**config.mk**
```make
export PLATFORM = sky130hd
export DESIGN_NAME = ifetch_queue
export DESIGN_NICKNAME = d
export VERILOG_FILES = /design/src/rtl/ifq_pkg.sv /design/src/rtl/ifq_fifo.sv /design/src/rtl/ifetch_queue.sv
export SDC_FILE = /design/constraint.sdc
export NUM_CORES = 1
export LEC_CHECK = 0
export CAP_MARGIN = 20
export CORE_MARGIN = 1
export CORE_UTILIZATION = 56
export DETAILED_ROUTE_END_ITERATION = 7
export PLACE_DENSITY = 0.8
export SLEW_MARGIN = 0
export SYNTH_ARGS = -nofsm -noshare
export SYNTH_HDL_FRONTEND = slang
export SYNTH_SLANG_ARGS = --single-unit
```
**constraint.sdc**
```tcl
create_clock -name clk -period 2.7 [get_ports clk]
set_clock_uncertainty 0.1 [all_clocks]
set_input_delay 0.81 -clock clk [delete_from_list [all_inputs] [get_ports clk]]
set_output_delay 0.81 -clock clk [all_outputs]
set_load 0.05 [all_outputs]
```
**src/rtl/ifq_pkg.sv**
```systemverilog
// Shared types and defaults for the instruction fetch queue.
// Latency: n/a (types and constants only).
// Backpressure: n/a.
package ifq_pkg;

    localparam int IFQ_VA    = 16;   // virtual address width; PCs are [VA-1:1]
    localparam int IFQ_DEPTH = 4;    // default FIFO depth

    typedef enum logic [1:0] {
        IDLE    = 2'd0,
        REQ     = 2'd1,
        HALT    = 2'd2,
        DISCARD = 2'd3
    } ifq_state_t;

    // Queue entry at the default address width.
    typedef struct packed {
        logic [15:0]        ins;
        logic [IFQ_VA-2:0]  pc;
        logic               fault;
    } ifq_entry_t;

endpackage

```
**src/rtl/ifq_fifo.sv**
```systemverilog
// Generic DEPTH-entry synchronous FIFO with push/pop/clear and occupancy count.
// Latency: a pushed word is visible on o_rdat the cycle after the push.
// Backpressure: none internal; caller must never push when full (asserted).
//
// Ports: i_clk, i_rst_n (async active-low), i_clear (drops all entries),
//        i_push/i_wdat, i_pop (ignored when empty), o_rdat (head word),
//        o_empty, o_count (0..DEPTH).
module ifq_fifo #(
    parameter int WIDTH = 8,
    parameter int DEPTH = 4
) (
    input  logic                     i_clk,
    input  logic                     i_rst_n,
    input  logic                     i_clear,
    input  logic                     i_push,
    input  logic [WIDTH-1:0]         i_wdat,
    input  logic                     i_pop,
    output logic [WIDTH-1:0]         o_rdat,
    output logic                     o_empty,
    output logic [$clog2(DEPTH):0]   o_count
);

    localparam int AW = $clog2(DEPTH);
    localparam logic [AW:0] FULL_C = DEPTH[AW:0];

    logic [WIDTH-1:0] r_mem [DEPTH];
    logic [AW-1:0]    r_wr_ptr;
    logic [AW-1:0]    r_rd_ptr;
    logic [AW:0]      r_count;
    logic             w_do_pop;

    assign w_do_pop = i_pop && (r_count != '0);

    always_ff @(posedge i_clk or negedge i_rst_n) begin
        if (!i_rst_n) begin
            for (int i = 0; i < DEPTH; i++) begin
                r_mem[i] <= '0;
            end
            r_wr_ptr <= '0;
            r_rd_ptr <= '0;
            r_count  <= '0;
        end else if (i_clear) begin
            // Clear beats any same-cycle push or pop.
            r_wr_ptr <= '0;
            r_rd_ptr <= '0;
            r_count  <= '0;
        end else begin
            if (i_push) begin
                r_mem[r_wr_ptr] <= i_wdat;
                r_wr_ptr        <= r_wr_ptr + 1'b1;
            end
            if (w_do_pop) begin
                r_rd_ptr <= r_rd_ptr + 1'b1;
            end
            case ({i_push, w_do_pop})
                2'b10:   r_count <= r_count + 1'b1;
                2'b01:   r_count <= r_count - 1'b1;
                default: r_count <= r_count;
            endcase
        end
    end

    assign o_rdat  = r_mem[r_rd_ptr];
    assign o_empty = (r_count == '0);
    assign o_count = r_count;

    a_no_push_when_full: assert property (
        @(posedge i_clk) disable iff (!i_rst_n)
        !(i_push && !i_clear && (r_count == FULL_C))
    );

endmodule

```
**src/rtl/ifetch_queue.sv**
```systemverilog
// Instruction prefetch queue: fetches halfwords ahead of execute, flushes/refetches on redirect.
// Latency: first mem_req 1 cycle after reset/redirect; returned data on ins_* 1 cycle after mem_done.
// Backpressure: credit-based - a fetch is only in flight when the FIFO has room for its response.
//
// Ports: clk, reset_n (async active-low); redirect/redirect_pc (flush + new PC);
//        mem_req/mem_addr -> memory, mem_done/mem_rdata/mem_fault <- memory;
//        ins_valid/ins/ins_pc/ins_fault -> consumer, ins_take <- consumer; level = occupancy.
// Optional: define IFQ_BYPASS_EN to forward a response combinationally to ins_* when the FIFO is empty.
module ifetch_queue
    import ifq_pkg::*;
#(
    parameter int             VA       = IFQ_VA,
    parameter int             DEPTH    = IFQ_DEPTH,
    parameter logic [VA-2:0]  RESET_PC = '0
) (
    input  logic                     clk,
    input  logic                     reset_n,
    input  logic                     redirect,
    input  logic [VA-2:0]            redirect_pc,
    output logic                     mem_req,
    output logic [VA-2:0]            mem_addr,
    input  logic                     mem_done,
    input  logic [15:0]              mem_rdata,
    input  logic                     mem_fault,
    output logic                     ins_valid,
    output logic [15:0]              ins,
    output logic [VA-2:0]            ins_pc,
    output logic                     ins_fault,
    input  logic                     ins_take,
    output logic [$clog2(DEPTH):0]   level
);

    localparam int            CW      = $clog2(DEPTH) + 1;
    localparam logic [CW-1:0] DEPTH_C = DEPTH[CW-1:0];
    localparam logic [VA-2:0] PC_ONE  = {{(VA-2){1'b0}}, 1'b1};

    typedef struct packed {
        logic [15:0]    ins;
        logic [VA-2:0]  pc;
        logic           fault;
    } entry_t;

    ifq_state_t     r_state;
    ifq_state_t     w_state_nxt;
    logic [VA-2:0]  r_fetch_pc;
    logic [VA-2:0]  w_fetch_pc_nxt;
    logic [VA-2:0]  r_mem_addr;
    logic           r_mem_req;

    logic           w_done;
    logic           w_push_ok;
    logic           w_push;
    logic           w_pop;
    logic           w_credit;
    logic           w_fifo_empty;
    logic [CW-1:0]  w_level;
    logic [CW-1:0]  w_level_nxt;
    entry_t         w_wdat;
    entry_t         w_head;

    // A strobe only means something while a request is actually outstanding.
    assign w_done    = mem_done && r_mem_req;
    // Only responses to live requests in REQ are kept; DISCARD and redirect drop them.
    assign w_push_ok = (r_state == REQ) && w_done && !redirect;
    assign w_pop     = ins_take && !w_fifo_empty && !redirect;
    assign w_wdat    = entry_t'{ins: mem_rdata, pc: r_fetch_pc, fault: mem_fault};

`ifdef IFQ_BYPASS_EN
    logic w_bypass;

    assign w_bypass  = w_push_ok && w_fifo_empty;
    // A bypassed word that is consumed immediately never occupies a slot.
    assign w_push    = w_push_ok && !(w_bypass && ins_take);
    assign ins_valid = !w_fifo_empty || w_bypass;
    assign ins       = w_bypass ? mem_rdata  : w_head.ins;
    assign ins_pc    = w_bypass ? r_mem_addr : w_head.pc;
    assign ins_fault = w_bypass ? mem_fault  : w_head.fault;
`else
    assign w_push    = w_push_ok;
    assign ins_valid = !w_fifo_empty;
    assign ins       = w_head.ins;
    assign ins_pc    = w_head.pc;
    assign ins_fault = w_head.fault;
`endif

    // Occupancy after this edge; a new request is only allowed if its response
    // is guaranteed a free slot, so REQ always implies level < DEPTH.
    assign w_level_nxt = w_level + CW'(w_push) - CW'(w_pop);
    assign w_credit    = (w_level_nxt < DEPTH_C);

    always_comb begin
        w_state_nxt    = r_state;
        w_fetch_pc_nxt = r_fetch_pc;
        if (redirect) begin
            w_fetch_pc_nxt = redirect_pc;
            // An unanswered request must still be absorbed before refetching.
            w_state_nxt    = (r_mem_req && !mem_done) ? DISCARD : REQ;
        end else begin
            unique case (r_state)
                IDLE: begin
                    if (w_credit) w_state_nxt = REQ;
                end
                REQ: begin
                    if (w_done) begin
                        if (mem_fault) begin
                            w_state_nxt = HALT;
                        end else begin
                            w_fetch_pc_nxt = r_fetch_pc + PC_ONE;
                            w_state_nxt    = w_credit ? REQ : IDLE;
                        end
                    end
                end
                HALT: begin
                    w_state_nxt = HALT;
                end
                DISCARD: begin
                    if (w_done) w_state_nxt = REQ;
                end
                default: begin
                    w_state_nxt = IDLE;
                end
            endcase
        end
    end

    always_ff @(posedge clk or negedge reset_n) begin
        if (!reset_n) begin
            r_state    <= IDLE;
            r_fetch_pc <= RESET_PC;
            r_mem_addr <= RESET_PC;
            r_mem_req  <= 1'b0;
        end else begin
            r_state    <= w_state_nxt;
            r_fetch_pc <= w_fetch_pc_nxt;
            // The address of a request being discarded must stay stable until its strobe.
            if (w_state_nxt != DISCARD) begin
                r_mem_addr <= w_fetch_pc_nxt;
            end
            r_mem_req  <= (w_state_nxt == REQ) || (w_state_nxt == DISCARD);
        end
    end

    ifq_fifo #(
        .WIDTH ($bits(entry_t)),
        .DEPTH (DEPTH)
    ) u_fifo (
        .i_clk   (clk),
        .i_rst_n (reset_n),
        .i_clear (redirect),
        .i_push  (w_push),
        .i_wdat  (w_wdat),
        .i_pop   (w_pop),
        .o_rdat  (w_head),
        .o_empty (w_fifo_empty),
        .o_count (w_level)
    );

    assign mem_req  = r_mem_req;
    assign mem_addr = r_mem_addr;
    assign level    = w_level;

endmodule
```
==> qor.yml, run 1 <==
die_w_um: 118.2
clockRootBuffer: "clkbuf_16"
fmax_mhz: 365.8
routed_wl_um: 16180
grt_pass1_wl_um: 26070
path_class: "reg2out"
worstSkewPairLatency_ns: 0.42
ys_seq_area_share_pct: 55.30
clkTransAtPathRegs_ns: 0.06
ant_nets: 0
grt.total_usage_pct: 24.41
cts.sinks: 167
area_growth_syn_to_layout_pct: 31.75
worst_slew_pin_slew_ns: 0.5081
stdcell_area_um2: 9957
overflow: 0
crit_path_frequent_cell: "buf_12"
p_leak_uw: 0.004526
period_needed_ns: 2.734
antenna_cells: 0
detail_route.iter0.violations: 248
routed_via_density: 5.688
end_kind: "primary output"
firstDrtPassIters: 5
routedWlPerCell_um: 19.48
whs_ns: 0.2360
numCtsBuffers: 17
syn_inst: 532
instances_no_fill: 831
pin_count: 89
fin_ws_ns: -0.03370
die-area_um2: 13960
layout.nets: 687
p_per_area_nw_per_um2: 1202
syn-num-nets: 577
cp_max_fo: 7
grt_max_degree: 54
drc: 0
path_delay_family: "multiplexers"
fin_crit_sh_pct: 101.2
cp.arrival_ns: 1.82
start_util_pct: 57.29
cts.path.max_buffers: 2
h-tree-depth: 4
slowest_stage: "mux4_2"
rsz0062_at_grt: "yes"
io_buffers: 88
ys_ff_latch: 167
grt_pass1_vias: 5176
drv_slew: 0
cts_tree: "built"
peakVddDrop_mv: 0.5665
finalHoldViolCount: 0
dp_slack_ns: -0.3096
hpwlAfterDp_um: 10490
ys_warn_count: 0
synth_cell_types: 38
cp_num_buf_inv: 3
die_y_um: 118.2
fin_setup_tns_ns: -0.5732
gp_congestion: 0.7453
drv_cap: 0
max_slew_margin_pct: 66.02
dpl_cell_area_um2: 9140
critPathLaunchType: "flop"
placed_cells: 794
synth_flop_cell: "dfrtp_1"
crit_chain: "buf_12 > clkbuf_16 > mux4_2 > buf_12"
hold_class: "in2async"
syn_avg_cell_area_um2: 14.21
postSynth.asyncResetShare_pct: 100.0
drive_gt1_share_pct: 39.08
setup_viol: 31
core_um2: 13190
worstPathRequired_ns: 1.79
syn-cell-area_um2: 7557
cpPeakStageDelay_ns: 0.54
synth_edf_count: 0
vias: 4727
antenna_found_initial: 0
holdBufCountCts: 0
violations: "negative setup slack"
run_status: "finished with violations"
row_count: 42
cell usage after synthesis, types with 6 or more instances:
library cell,n,share of area [%]
o21ai_0,22,1.5
dfrtp_1,167,55
mux4_2,32,9.5
inv_1,10,0.50
nand2_1,36,1.8
buf_6,8,1.2
xnor2_1,16,1.9
a21oi_1,11,0.73
mux2_2,118,18
nor2_1,25,1.2
buf_2,8,0.53
ha_1,7,1.2
nand3_1,6,0.40
clkbuf_1,13,0.65
kinds of logic (layout without fill, tap and decap cells):
kind of cell               count (synthesis)  count (layout)  synth area share [%]
xor gates and xnor gates                  21              21                 2.434
adders and majority gates                  8               8                 1.424
DFF                                      167             167                 55.30
AOI/OAI and AO/OA                         44              44                 3.361
buffers and inverters                     40             163                 2.914
muxes                                    157             157                 28.13
and+or+nand+nor                           95              95                 6.440
worst register-to-register path, stage by stage (launching register included):
cell     delay, ns
dfrtp_1       0.46
o31ai_1       0.46
nor2_1        0.10
ha_1          0.21
inv_1         0.06
ha_1          0.22
a31oi_1       0.19
xnor2_1       0.09
a221o_1       0.32
per-layer routing:
layer,wire length [µm],share of wire [%],track usage [%]
met2,8377,52,42.02
met5,0,0,0
met3,688,4.3,5.116
met4,249,1.5,7.452
met1,6869,42,31.15
cells in the final DEF (no fill, tap or decap), drive strengths merged, types with 2 or more instances in the layout:
cell / netlist / final
a21oi: 11 / 11
a221o: 3 / 3
and3: 4 / 4
buf: 16 / 64
bufinv: 0 / 8
clkbuf: 13 / 22
clkdlybuf4s50: 0 / 52
clkinv: 1 / 4
dfrtp: 167 / 167
ha: 7 / 7
inv: 10 / 10
mux2: 123 / 123
mux2i: 2 / 2
mux4: 32 / 32
nand2: 40 / 40
nand3: 6 / 6
nand4: 3 / 3
nor2: 25 / 25
nor3: 5 / 5
nor4: 4 / 4
o21ai: 22 / 22
o31ai: 4 / 4
or3: 2 / 2
xnor2: 16 / 16
xor2: 5 / 5
timing repair:
item / in CTS / in global routing
setup endpoints to repair: 29 / 33
resized for setup: 1 / 2
cloned: 0 / 2
buffers inserted: 2 / 1
final cells by class:
type	count	area, µm²
Multi-Input combinational cell	325	3158
Tap cell	176	220.2
Fill cell	815	3233
Clock inverter	12	270.3
Sequential cell	167	4180
Timing Repair Buffer	120	1630
Inverter	11	41.29
Clock buffer	20	456.7
path summary, 6_finish.rpt:
| kind | from | end | slack, ns | depth (start not counted) |
|---|---|---|---|---|
| max | u_fifo.r_rd_ptr[0] | ins_pc[9] | -0.03 | 4 |
| min | reset_n | u_fifo.r_mem[25] | 0.24 | 1 |
| max reg2reg | u_fifo.o_count[1] | r_state[0] | 0.38 | 8 |
| min reg2reg | u_fifo.r_mem[75] | u_fifo.r_mem[75] | 0.38 | 2 |
| max in group asynchronous | reset_n | mem_addr[8] | 1.61 | 2 |
| min in group clk | u_fifo.r_mem[75] | u_fifo.r_mem[75] | 0.38 | 2 |
per-stage QoR:
stage / utilization (%) / power, µW
after floorplan: - / 6597
after global placement: 69.29 / 8791
after detailed placement: 69.29 / 8967
after CTS: 74.91 / 11940
after global routing: 75.49 / 12420
final: 75.49 / 11970
flip-flops by register name (all words and copies together) (netlist names):
signal / count
r_state: 2
u_fifo.r_wr_ptr: 2
mem_addr: 15
u_fifo.o_count: 3
u_fifo.r_rd_ptr: 2
r_fetch_pc: 15
u_fifo.r_mem: 128
where the power goes:
part / internal (µW) / switching [µW] / total, µW / leakage [µW]
registers: 3180 / 431 / 3610 / 0.00214
clock network: 1970 / 975 / 2950 / 0.000350
logic: 2700 / 2710 / 5400 / 0.00204
total: 7850 / 4110 / 12000 / 0.00453
Power figures use the tool's default switching activity.
==> run 2, diff against run 1 <==
--- a/config.mk
+++ b/config.mk
@@ -14,3 +14,4 @@
 export SYNTH_ARGS = -nofsm -noshare
 export SYNTH_HDL_FRONTEND = slang
 export SYNTH_SLANG_ARGS = --single-unit
+export TNS_END_PERCENT = 50
==> run 2 against run 1 <==
Net effect: the run still ends with negative setup slack left; critical path depth is the same; sequential power is essentially flat; total power is the same; global-route usage did not move; register-to-register slack about the same; die area is the same; clock power hardly changed; critical endpoint unchanged.
==> qor.yml, run 2 (synthesis gave the netlist of run 1 again) <==
worstSkewPairLatency_ns: 0.42  # about the same
critPathLaunchType: "flop"
cts.path.max_buffers: 2  # unchanged
cp.arrival_ns: 1.82  # about the same
grt_pass1_vias: 5176  # unchanged
drc: 0  # unchanged
routed_wl_um: 16180  # unchanged
hpwlAfterDp_um: 10490  # unchanged
grt.total_usage_pct: 24.41  # unchanged
final_cell_mix: "166 x dfrtp_1, 118 x mux2_2, 52 x clkdlybuf4s50_1"
drv_slew: 0  # unchanged
largest_reg_flops: 128  # unchanged
p_total_uw: 11970  # unchanged
gp_congestion: 0.7453  # unchanged
die_w_um: 118.2  # unchanged
antenna_found_initial: 0  # unchanged
r2r-end: "r_state[0]"
path_class: "reg2out"
drv_cap: 0  # unchanged
routed_via_density: 5.688  # unchanged
die-area_um2: 13960  # unchanged
worstPathRequired_ns: 1.79  # about the same
regMostFlops: "u_fifo.r_mem"
p_leak_uw: 0.004526  # unchanged
hold_class: "in2async"
rsz0062_at_grt: "yes"
routedWlPerCell_um: 19.48  # unchanged
fin_ws_ns: -0.03370  # unchanged
whs_ns: 0.2360  # unchanged
vias: 4727  # unchanged
run_status: "finished with violations"
r2r_slack_ns: 0.38  # about the same
violations: "negative setup slack"
grt_pass1_wl_um: 26070  # unchanged
worst_slew_pin_slew_ns: 0.5081  # unchanged
cts.sinks: 167  # unchanged
overflow: 0  # unchanged
drive_gt1_share_pct: 39.08  # unchanged
firstDrtPassIters: 5  # unchanged
stdcell_area_um2: 9957  # unchanged
finalHoldViolCount: 0  # unchanged
grt_max_degree: 54  # unchanged
p_per_area_nw_per_um2: 1202  # unchanged
area_growth_syn_to_layout_pct: 31.75  # unchanged
max_slew_margin_pct: 66.02  # unchanged
ant_nets: 0  # unchanged
io_buffers: 88  # unchanged
start_util_pct: 57.29  # unchanged
period_needed_ns: 2.734  # unchanged
end_kind: "primary output"
fill_cells: 815  # unchanged
clkTransAtPathRegs_ns: 0.06  # about the same
cts_tree: "built"
layout.nets: 687  # unchanged
instances_no_fill: 831  # unchanged
clockRootBuffer: "clkbuf_16"
reg2reg_from: "u_fifo.o_count[1]"
detail_route.iter0.violations: 248  # unchanged
peakVddDrop_mv: 0.5665  # unchanged
layout_commonest_cell: "dfrtp_1"
row_count: 42  # unchanged
pin_count: 89  # unchanged
die_y_um: 118.2  # unchanged
fin_crit_sh_pct: 101.2  # unchanged
dp_slack_ns: -0.3096  # unchanged
setup_viol: 31  # unchanged
placed_cells: 794  # unchanged
cp_max_fo: 7  # unchanged
dpl_cell_area_um2: 9140  # unchanged
core_um2: 13190  # unchanged
reg2reg_depth: 8  # unchanged
numCtsBuffers: 17  # unchanged
antenna_cells: 0  # unchanged
fmax_mhz: 365.8  # unchanged
h-tree-depth: 4  # unchanged
## run 2: cell counts in the layout (fill, tap and decap cells not counted)
No cell type changed its count.
## run 2: worst max-delay path by stage
stage	start	end	slack, ns	cells past startpoint
floorplan	redirect	r_state[0]	0.01	9
global placement	mem_done	r_state[0]	-0.22	10
detailed placement	mem_done	r_state[0]	-0.31	10
CTS	u_fifo.r_rd_ptr[0]	ins_pc[3]	-0.06	3
global route	u_fifo.r_rd_ptr[0]	ins[15]	-0.08	4
finish	u_fifo.r_rd_ptr[0]	ins_pc[9]	-0.03	4
## run 2: worst max-delay path, cell delays in order (launching register included)
cell	delay (ns)
dfrtp_2	0.37
buf_12	0.14
clkbuf_16	0.17
mux4_2	0.54
buf_12	0.17
## run 2: report_power, final
| part | total [µW] | internal, µW | leakage [µW] | switching (µW) |
|---|---|---|---|---|
| sequential | 3610 | 3180 | 0.00214 | 431 |
| clock | 2950 | 1970 | 0.000350 | 975 |
| combinational | 5400 | 2700 | 0.00204 | 2710 |
| total | 12000 | 7850 | 0.00453 | 4110 |
## run 2: metal layers
layer / vias to the layer above / part of all wire (%) / GRT usage, %
met5: - / 0 / 0
met1: 2455 / 42 / 31.15
met3: 20 / 4.3 / 5.116
met4: 0 / 1.5 / 7.452
met2: 112 / 52 / 42.02
li1: 2140 / - / -
## run 2: final cells by class
class | count | area, µm² | area share (%)
sequential | 167 | 4180 | 41.98
tap | 176 | 220.2 | 2.212
clock buffer | 20 | 456.7 | 4.587
multi-input combinational | 325 | 3158 | 31.72
timing repair buffer | 120 | 1630 | 16.37
clock inverter | 12 | 270.3 | 2.714
inverter | 11 | 41.29 | 0.4147
## run 2: what timing repair did
item	4_1_cts	5_1_grt
resized for setup	1	2
gates cloned	0	2
setup buffers	2	1
hold buffers	0	0
pin swaps	0	0
endpoints found under the setup margin	29	33
## run 2: stage by stage
stage	setup TNS (ns)	util, %
floorplan	0	-
global placement	-1.117	69.29
global route	-2.108	75.49
CTS	-1.263	74.91
detailed placement	-2.072	69.29
finish	-0.5732	75.49
==> run 3, diff against run 2 <==
--- a/config.mk
+++ b/config.mk
@@ -10,7 +10,7 @@
 export CORE_UTILIZATION = 56
 export DETAILED_ROUTE_END_ITERATION = 7
 export PLACE_DENSITY = 0.8
-export SLEW_MARGIN = 0
+export SLEW_MARGIN = 25
 export SYNTH_ARGS = -nofsm -noshare
 export SYNTH_HDL_FRONTEND = slang
 export SYNTH_SLANG_ARGS = --single-unit
==> results of run 3 <==
Same layout as run 2: the final DEF is identical, and so are final timing and power.
